## config.mk

```make
export PLATFORM = sky130hd
export DESIGN_NAME = vrf_wr_arbiter
export DESIGN_NICKNAME = d
export VERILOG_FILES = /design/src/rtl/vrf_wr_arbiter_pkg.sv /design/src/rtl/vrf_wr_arbiter_rr_burst_arb.sv /design/src/rtl/vrf_wr_arbiter.sv
export SDC_FILE = /design/constraint.sdc
export NUM_CORES = 1
export LEC_CHECK = 0
export BUFFER_PORTS_ARGS = -buffer_cell sky130_fd_sc_hd__buf_4
export CAP_MARGIN = 15
export CORE_AREA = 2 2 119 121
export DETAILED_ROUTE_END_ITERATION = 8
export DIE_AREA = 0 0 121 123
export PLACE_DENSITY = 0.8
export SLEW_MARGIN = 25
export SYNTH_ARGS = -nofsm -noshare
export SYNTH_HDL_FRONTEND = slang
export SYNTH_SLANG_ARGS = --single-unit
```

## constraint.sdc

```tcl
create_clock -name clk_i -period 13.75 [get_ports clk_i]
set_input_delay 2.75 -clock clk_i [delete_from_list [all_inputs] [get_ports clk_i]]
set_output_delay 2.75 -clock clk_i [all_outputs]
set_load 0.01 [all_outputs]
```

## src/rtl/vrf_wr_arbiter_pkg.sv

```systemverilog
// Shared VRF writeback types, requester slot indices and lane geometry
// used by the per-lane write-port arbiter.
package vrf_wr_arbiter_pkg;

  localparam int unsigned NrLane = 2;
  localparam int unsigned DataW  = 32;
  localparam int unsigned AddrW  = 8;
  localparam int unsigned StrbW  = DataW / 8;
  localparam int unsigned IdW    = 4;

  typedef logic [DataW-1:0] vrf_data_t;
  typedef logic [AddrW-1:0] vrf_addr_t;
  typedef logic [StrbW-1:0] vrf_strb_t;
  typedef logic [IdW-1:0]   insn_id_t;

  typedef struct packed {
    vrf_data_t data;
    vrf_addr_t addr;
    vrf_strb_t strb;
    insn_id_t  id;
  } vrf_wr_req_t;

  localparam int unsigned WrReqVLU  = 0;
  localparam int unsigned WrReqVALU = 1;
  localparam int unsigned NumWrReq  = 2;

endpackage

```

## src/rtl/vrf_wr_arbiter_rr_burst_arb.sv

```systemverilog
// Round-robin arbiter for one lane; the previous winner stays sticky until
// it has taken MaxBurst consecutive grants while others are waiting.
module rr_burst_arb #(
  parameter int unsigned NumReq   = 2,
  parameter int unsigned MaxBurst = 4
) (
  input  logic                      clk_i,
  input  logic                      rst_ni,
  input  logic [NumReq-1:0]         valid_i,
  input  logic                      ready_i,
  output logic [NumReq-1:0]         gnt_c,
  output logic [$clog2(NumReq)-1:0] win_c
);

  localparam int unsigned IdxW   = $clog2(NumReq);
  localparam int unsigned BurstW = $clog2(MaxBurst + 1);

  logic [IdxW-1:0]   last_q, last_d;
  logic [BurstW-1:0] burst_q, burst_d;
  logic              found;
  logic              arb_en;
  int unsigned       cand;

  always_comb begin
    gnt_c   = '0;
    win_c   = last_q;
    found   = 1'b0;
    cand    = 0;
    last_d  = last_q;
    burst_d = burst_q;
    // Grants are suppressed while reset is asserted so nothing leaks through.
    arb_en  = ready_i & rst_ni;
    if (arb_en) begin
      if (valid_i[last_q] && (burst_q < BurstW'(MaxBurst))) begin
        found = 1'b1;
      end else begin
        // k == NumReq revisits last_q, so a lone exhausted requester still wins.
        for (int k = 1; k <= int'(NumReq); k++) begin
          cand = int'(unsigned'(last_q)) + k;
          if (cand >= NumReq) cand = cand - NumReq;
          if (!found && valid_i[IdxW'(cand)]) begin
            found = 1'b1;
            win_c = IdxW'(cand);
          end
        end
      end
      if (found) begin
        gnt_c[win_c] = 1'b1;
        if (win_c == last_q) begin
          burst_d = (burst_q == BurstW'(MaxBurst)) ? burst_q : burst_q + BurstW'(1);
        end else begin
          last_d  = win_c;
          burst_d = BurstW'(1);
        end
      end else begin
        burst_d = '0;
      end
    end
  end

  always_ff @(posedge clk_i) begin
    if (!rst_ni) begin
      last_q  <= IdxW'(NumReq - 1);
      burst_q <= '0;
    end else begin
      last_q  <= last_d;
      burst_q <= burst_d;
    end
  end

endmodule

```

## src/rtl/vrf_wr_arbiter.sv

```systemverilog
// Shares each lane's single VRF write port among the writeback requesters;
// grant is combinational, the bank write is registered one cycle later.
module vrf_wr_arbiter
  import vrf_wr_arbiter_pkg::*;
#(
  parameter int unsigned NumReq   = NumWrReq,
  parameter int unsigned MaxBurst = 4
) (
  input  logic                                 clk_i,
  input  logic                                 rst_ni,
  input  logic      [NumReq-1:0][NrLane-1:0]   req_valid_i,
  output logic      [NumReq-1:0][NrLane-1:0]   req_gnt_o,
  input  vrf_data_t [NumReq-1:0][NrLane-1:0]   req_data_i,
  input  vrf_addr_t [NumReq-1:0][NrLane-1:0]   req_addr_i,
  input  vrf_strb_t [NumReq-1:0][NrLane-1:0]   req_strb_i,
  input  insn_id_t  [NumReq-1:0][NrLane-1:0]   req_id_i,
  input  logic      [NrLane-1:0]               bank_ready_i,
  output logic      [NrLane-1:0]               vrf_wr_en_o,
  output vrf_addr_t [NrLane-1:0]               vrf_wr_addr_o,
  output vrf_data_t [NrLane-1:0]               vrf_wr_data_o,
  output vrf_strb_t [NrLane-1:0]               vrf_wr_strb_o,
  output insn_id_t  [NrLane-1:0]               vrf_wr_id_o
);

  localparam int unsigned IdxW = $clog2(NumReq);

  logic [NumReq-1:0] lane_valid [NrLane];
  logic [NumReq-1:0] lane_gnt   [NrLane];
  logic [IdxW-1:0]   lane_win   [NrLane];

  logic        [NrLane-1:0] wr_en_q, wr_en_d;
  vrf_wr_req_t [NrLane-1:0] wr_q, wr_d;

  for (genvar l = 0; l < int'(NrLane); l++) begin : g_lane
    rr_burst_arb #(
      .NumReq   (NumReq),
      .MaxBurst (MaxBurst)
    ) u_arb (
      .clk_i   (clk_i),
      .rst_ni  (rst_ni),
      .valid_i (lane_valid[l]),
      .ready_i (bank_ready_i[l]),
      .gnt_c   (lane_gnt[l]),
      .win_c   (lane_win[l])
    );
  end

  // Transpose requester-major ports into per-lane vectors and mux the winner's payload.
  always_comb begin
    req_gnt_o = '0;
    wr_en_d   = '0;
    wr_d      = wr_q;
    for (int l = 0; l < int'(NrLane); l++) begin
      lane_valid[l] = '0;
      for (int r = 0; r < int'(NumReq); r++) begin
        lane_valid[l][r] = req_valid_i[r][l];
        req_gnt_o[r][l]  = lane_gnt[l][r];
      end
      wr_en_d[l] = |lane_gnt[l];
      if (wr_en_d[l]) begin
        wr_d[l].data = req_data_i[lane_win[l]][l];
        wr_d[l].addr = req_addr_i[lane_win[l]][l];
        wr_d[l].strb = req_strb_i[lane_win[l]][l];
        wr_d[l].id   = req_id_i[lane_win[l]][l];
      end
    end
  end

  always_ff @(posedge clk_i) begin
    if (!rst_ni) begin
      wr_en_q <= '0;
    end else begin
      wr_en_q <= wr_en_d;
    end
  end

  // Payload registers carry no reset; they are only meaningful under wr_en.
  always_ff @(posedge clk_i) begin
    wr_q <= wr_d;
  end

  always_comb begin
    vrf_wr_en_o = wr_en_q;
    for (int l = 0; l < int'(NrLane); l++) begin
      vrf_wr_addr_o[l] = wr_q[l].addr;
      vrf_wr_data_o[l] = wr_q[l].data;
      vrf_wr_strb_o[l] = wr_q[l].strb;
      vrf_wr_id_o[l]   = wr_q[l].id;
    end
  end

endmodule

```

Yosys cells after proc, flatten, opt, wreduce, memory -nomap -nowiden
Cells that the tools add are included.
{"block": "word_totals", "regBits": 106, "output_inout_bits": 102}
{"block": "classes", "n_addsub": 10, "magnitude_cmp": 18, "eq_ne": 6, "n_mux": 76, "n_bitwise": 4, "reduce_logical": 14}
{"cell": "$mux 64", "count": 2}
{"cell": "$mux 32", "count": 2}
{"cell": "$mux 1", "count": 48}
{"cell": "$mux 8", "count": 6}
{"cell": "$mux 16", "count": 2}
{"cell": "$lt 1x2->1 const B", "count": 10}
{"cell": "$mux 3", "count": 6}
{"cell": "$mux 4", "count": 4}
{"cell": "$mux 2", "count": 4}
{"cell": "$add 1x2->3 const B", "count": 2}
{"cell": "$add 3x1->3 const B", "count": 2}
{"cell": "$eq 3x3->1 const B", "count": 2}
{"cell": "$ge 3x2->1 const B", "count": 2}
{"cell": "$logic_and 1x1->1", "count": 6}
{"cell": "$lt 3x3->1 const B", "count": 2}
{"cell": "$ne 3x3->1 const B", "count": 2}
{"cell": "$reduce_and 3->1", "count": 2}
{"cell": "$add 1x1->2 const B", "count": 2}
{"cell": "$ge 2x2->1 const B", "count": 2}
{"cell": "$reduce_and 2->1", "count": 2}
{"cell": "$reduce_or 2->1", "count": 2}
{"cell": "$sub 1x1->1 const B", "count": 4}
{"cell": "$and 1x1->1", "count": 2}
{"cell": "$demux 1 s1", "count": 2}
{"cell": "4 further kinds", "count": 8}

Depth between registers and ports, before layout
{"block": "depth", "ltp_word": 22, "ltp_mapped": 7}

Modules after synthesis
A second synthesis with hierarchy kept.
{"block": "hier_totals", "hier_cells": 313, "hier_area_um2": 5127.4}
{"mod": "vrf_wr_arbiter", "n_inst": 1, "cells_per_inst": 208, "area_each_um2": 4269.1, "seq_area_each_um2": 2922.8}
{"mod": "rr_burst_arb (g_lane[0].u_arb)", "n_inst": 1, "cells_per_inst": 55, "area_each_um2": 461.7, "seq_area_each_um2": 80.1}
{"mod": "rr_burst_arb (g_lane[1].u_arb)", "n_inst": 1, "cells_per_inst": 50, "area_each_um2": 396.6, "seq_area_each_um2": 80.1}

Worst setup path after synthesis
OpenSTA, ideal clock, no wires.
{"block": "synth_timing", "path_kind": "in2out", "startpoint": "input rst_ni", "endpoint": "output req_gnt_o[2] in the netlist's numbering", "arrival_ps": 5600, "t_required_ps": 11000, "path_slack_ps": 5400, "path_stages": 4, "cell_sequence": "clkbuf_1 > nand2_1 > nor2_1 > and2_1"}
{"item": "start: declaration", "line": "vrf_wr_arbiter.sv:10", "text": "input logic rst_ni,"}
{"item": "end: declaration", "line": "vrf_wr_arbiter.sv:12", "text": "output logic [NumReq-1:0][NrLane-1:0] req_gnt_o,"}

==> qor.yml <==
outcome:
  outcome: "completed"
route:
  first_iter_violations: 157
  drc_errors: 0
  routedWlPerCell_um: 17.2
  vias_per_cell: 4.70
  ant_nets: 0
  via_count: 3715
  finalWirelength_mm: 13.5
  firstDrtPassIters: 4
setup_path:
  r2r_start: "g_lane[0].u_arb.last_q"
  cp-start-kind: "input port"
  arrival_ps: 4010
  crit_type: "in2out"
  cp_slowest_stage_delay_ps: 500
  cpMostUsedCell: "buf_4"
  critPathSlowestCell: "buf_4"
  setup.worst_path.start: "rst_ni"
  crit_fanout: 50
  rr_worst_depth: 5
  r2r_slack_ps: 11500
  cp.required_ps: 11000
  cp-end-kind: "primary output"
  worstPathCellList: "buf_4 -> nand2_1 -> nor2_4 -> buf_4 -> and2_1 -> buf_4"
sta:
  setup_slack_ps: 6990
  finClkSkew_ps: 6.57
  report.final.hold_viol_count: 0
  maxSlewHeadroom_pct: 58.4
  rsz0062_at_grt: "false"
  timing.fmax_ghz: 0.148
  finalCriticalPeriod_ps: 6760
  setup_tns_ps: 0
  timing.final.crit_share_pct: 49.2
  drv_slew: 0
  setup_viol: 0
  tightest_slew_ps: 624
cts:
  cts_resized: 0
  insertion_delay_ps: 340
  htreeDepth: 3
  cts_hold_buf: 0
  cts_tree: "yes"
  clock_path_buffers: 2
  clkSlewWorstSetupHoldPaths_ps: 60
  numClockSinks: 106
  post_cts_buffers: 0
  numCtsBuffers: 9
  root_buffer: "clkbuf_16"
global_route:
  gr-total-overflow: 0
  grt_usage_pct: 16.9
  grt_pass1_wl_mm: 19.1
  grt_pass1_vias: 3610
  grt_max_degree: 51
  antenna_found_initial: 0
yosys:
  synth.net_count: 512
  synth_top_family_by_area: "multiplexers"
  ys_seq_area_share_pct: 63.9
  syn_inst: 308
  synth_cell_type_count: 36
  netlist_area_um2: 4830
  synth.area.mux_share_pct: 22.6
  synth_compound_area_share_pct: 4.90
  synth_fa_ha_area_share_pct: 1.04
  synth_xor_area_share_pct: 0
  syn_area_per_cell_um2: 15.7
  ys_ff_latch: 106
  synthSimpleGateAreaFrac_pct: 4.59
  synth_warnings: 0
min_path:
  min_path_cells: 2
  hp-class: "reg2reg"
  worstHoldStart: "g_lane[1].u_arb.burst_q[1]"
die:
  die_w_um: 121
  die_h_um: 123
  ios: 302
  row_count: 43
  start_util_pct: 35.5
  core_um2: 13600
  dieArea_um2: 14900
finish:
  fillers: 1128
  nets: 810
  insertedDiodeCount: 0
  fin_area_um2: 7520
  drive_gt1_share_pct: 65.4
  area_growth_syn_to_layout_pct: 55.8
  stdcell_count: 790
  final_cell_mix: "305 x buf_4, 96 x edfxtp_1, 76 x mux2_2"
  final_common_cell: "buf_4"
pwr:
  irDropWorstVdd_mv: 0.0611
  power_density_nw_per_um2: 103
  p_leak_nw: 3.18
placed_design:
  post_dp_cell_area_um2: 7240
  port_buffers: 301
  pre_cts_slack_ps: 6960
  hpwlAfterDp_mm: 10.7
  place_congestion: 0.840
  dp_cells: 775
flow_run:
  maxCapViolCount: 0
-- per-stage QoR --
stage                     power (mW)  hold WS, ps  utilization, %
after floorplan                0.456          465               -
after global placement         0.526          479            53.2
after detailed placement       0.531          492            53.2
after CTS                      0.781          502            55.3
after global routing           0.802          537            55.3
final                          0.773          497            55.3
-- final timing paths --
check                          endpoint
min          g_lane[1].u_arb.burst_q[1]
max reg2reg            vrf_wr_data_o[5]
min reg2reg  g_lane[1].u_arb.burst_q[1]
max                        req_gnt_o[2]
-- cells in the mapped netlist (all sizes together) --
| library cell | count | area share, % |
|---|---|---|
| nor3 | 2 | 0.31 |
| dfxtp | 10 | 4.1 |
| a2111o | 1 | 0.23 |
| nand2 | 10 | 0.78 |
| a311oi | 2 | 0.36 |
| a32oi | 1 | 0.18 |
| and2 | 2 | 0.26 |
| nor2 | 7 | 0.54 |
| a31oi | 2 | 0.26 |
| nor2b | 4 | 0.52 |
| nand2b | 4 | 0.52 |
| ha | 4 | 1.0 |
| nand3 | 5 | 0.52 |
| mux2i | 1 | 0.21 |
| mux2 | 96 | 22 |
| o32ai | 2 | 0.36 |
| a21oi | 15 | 1.6 |
| nand3b | 5 | 0.78 |
| o21ai | 7 | 0.73 |
| a31o | 2 | 0.36 |
| clkbuf | 5 | 0.41 |
| a21bo | 1 | 0.21 |
| inv | 6 | 0.47 |
| edfxtp | 96 | 60 |
| or3b | 2 | 0.36 |
| buf | 13 | 2.2 |
| o211a | 2 | 0.41 |
| o31ai | 1 | 0.16 |
-- worst max-delay path, delay by kind of cell --
family	cells	cell delay, ps
buffers and inverters	3	780
AND/OR/NAND/NOR	3	480
-- report_power, final --
part	internal, mW	switching, mW	leakage, nW	total (mW)
Combinational	0.0869	0.0556	2.08	0.143
Sequential	0.374	0.00623	0.973	0.381
Clock	0.139	0.111	0.134	0.250
-- sequential cells by signal (all words and copies together) (netlist names) --
| name | flops |
|---|---|
| vrf_wr_addr_o | 16 |
| vrf_wr_data_o | 64 |
| vrf_wr_strb_o | 8 |
| g_lane.u_arb.last_q | 2 |
| vrf_wr_en_o | 2 |
| vrf_wr_id_o | 8 |
| g_lane.u_arb.burst_q | 6 |
-- layout make-up --
cell class	count	area (um^2)	share of cell area (%)
Clock buffer	9	225	2.99
Clock inverter	6	57.6	0.765
Inverter	6	22.5	0.299
Multi-Input combinational cell	178	1620	21.5
Sequential cell	106	3080	41.0
Tap cell	180	225	2.99
Timing Repair Buffer	305	2290	30.4
-- logic make-up after synthesis --
logic type                 Yosys count
and+or+nand+nor                     41
AOI/OAI and AO/OA                   36
adders and majority gates            4
DFF                                106
muxes                               97
buffers and inverters               24
-- routing by layer --
metal	routed length (um)	up-vias	share of wire [%]	global-route usage, %
met5	0	-	0	0
met4	271	0	2.0	7.05
met3	786	22	5.8	3.64
met2	7470	134	55	30.5
met1	5020	1786	37	19.5
li1	-	1773	-	-
Note: power is estimated with default switching activity, not from simulation.
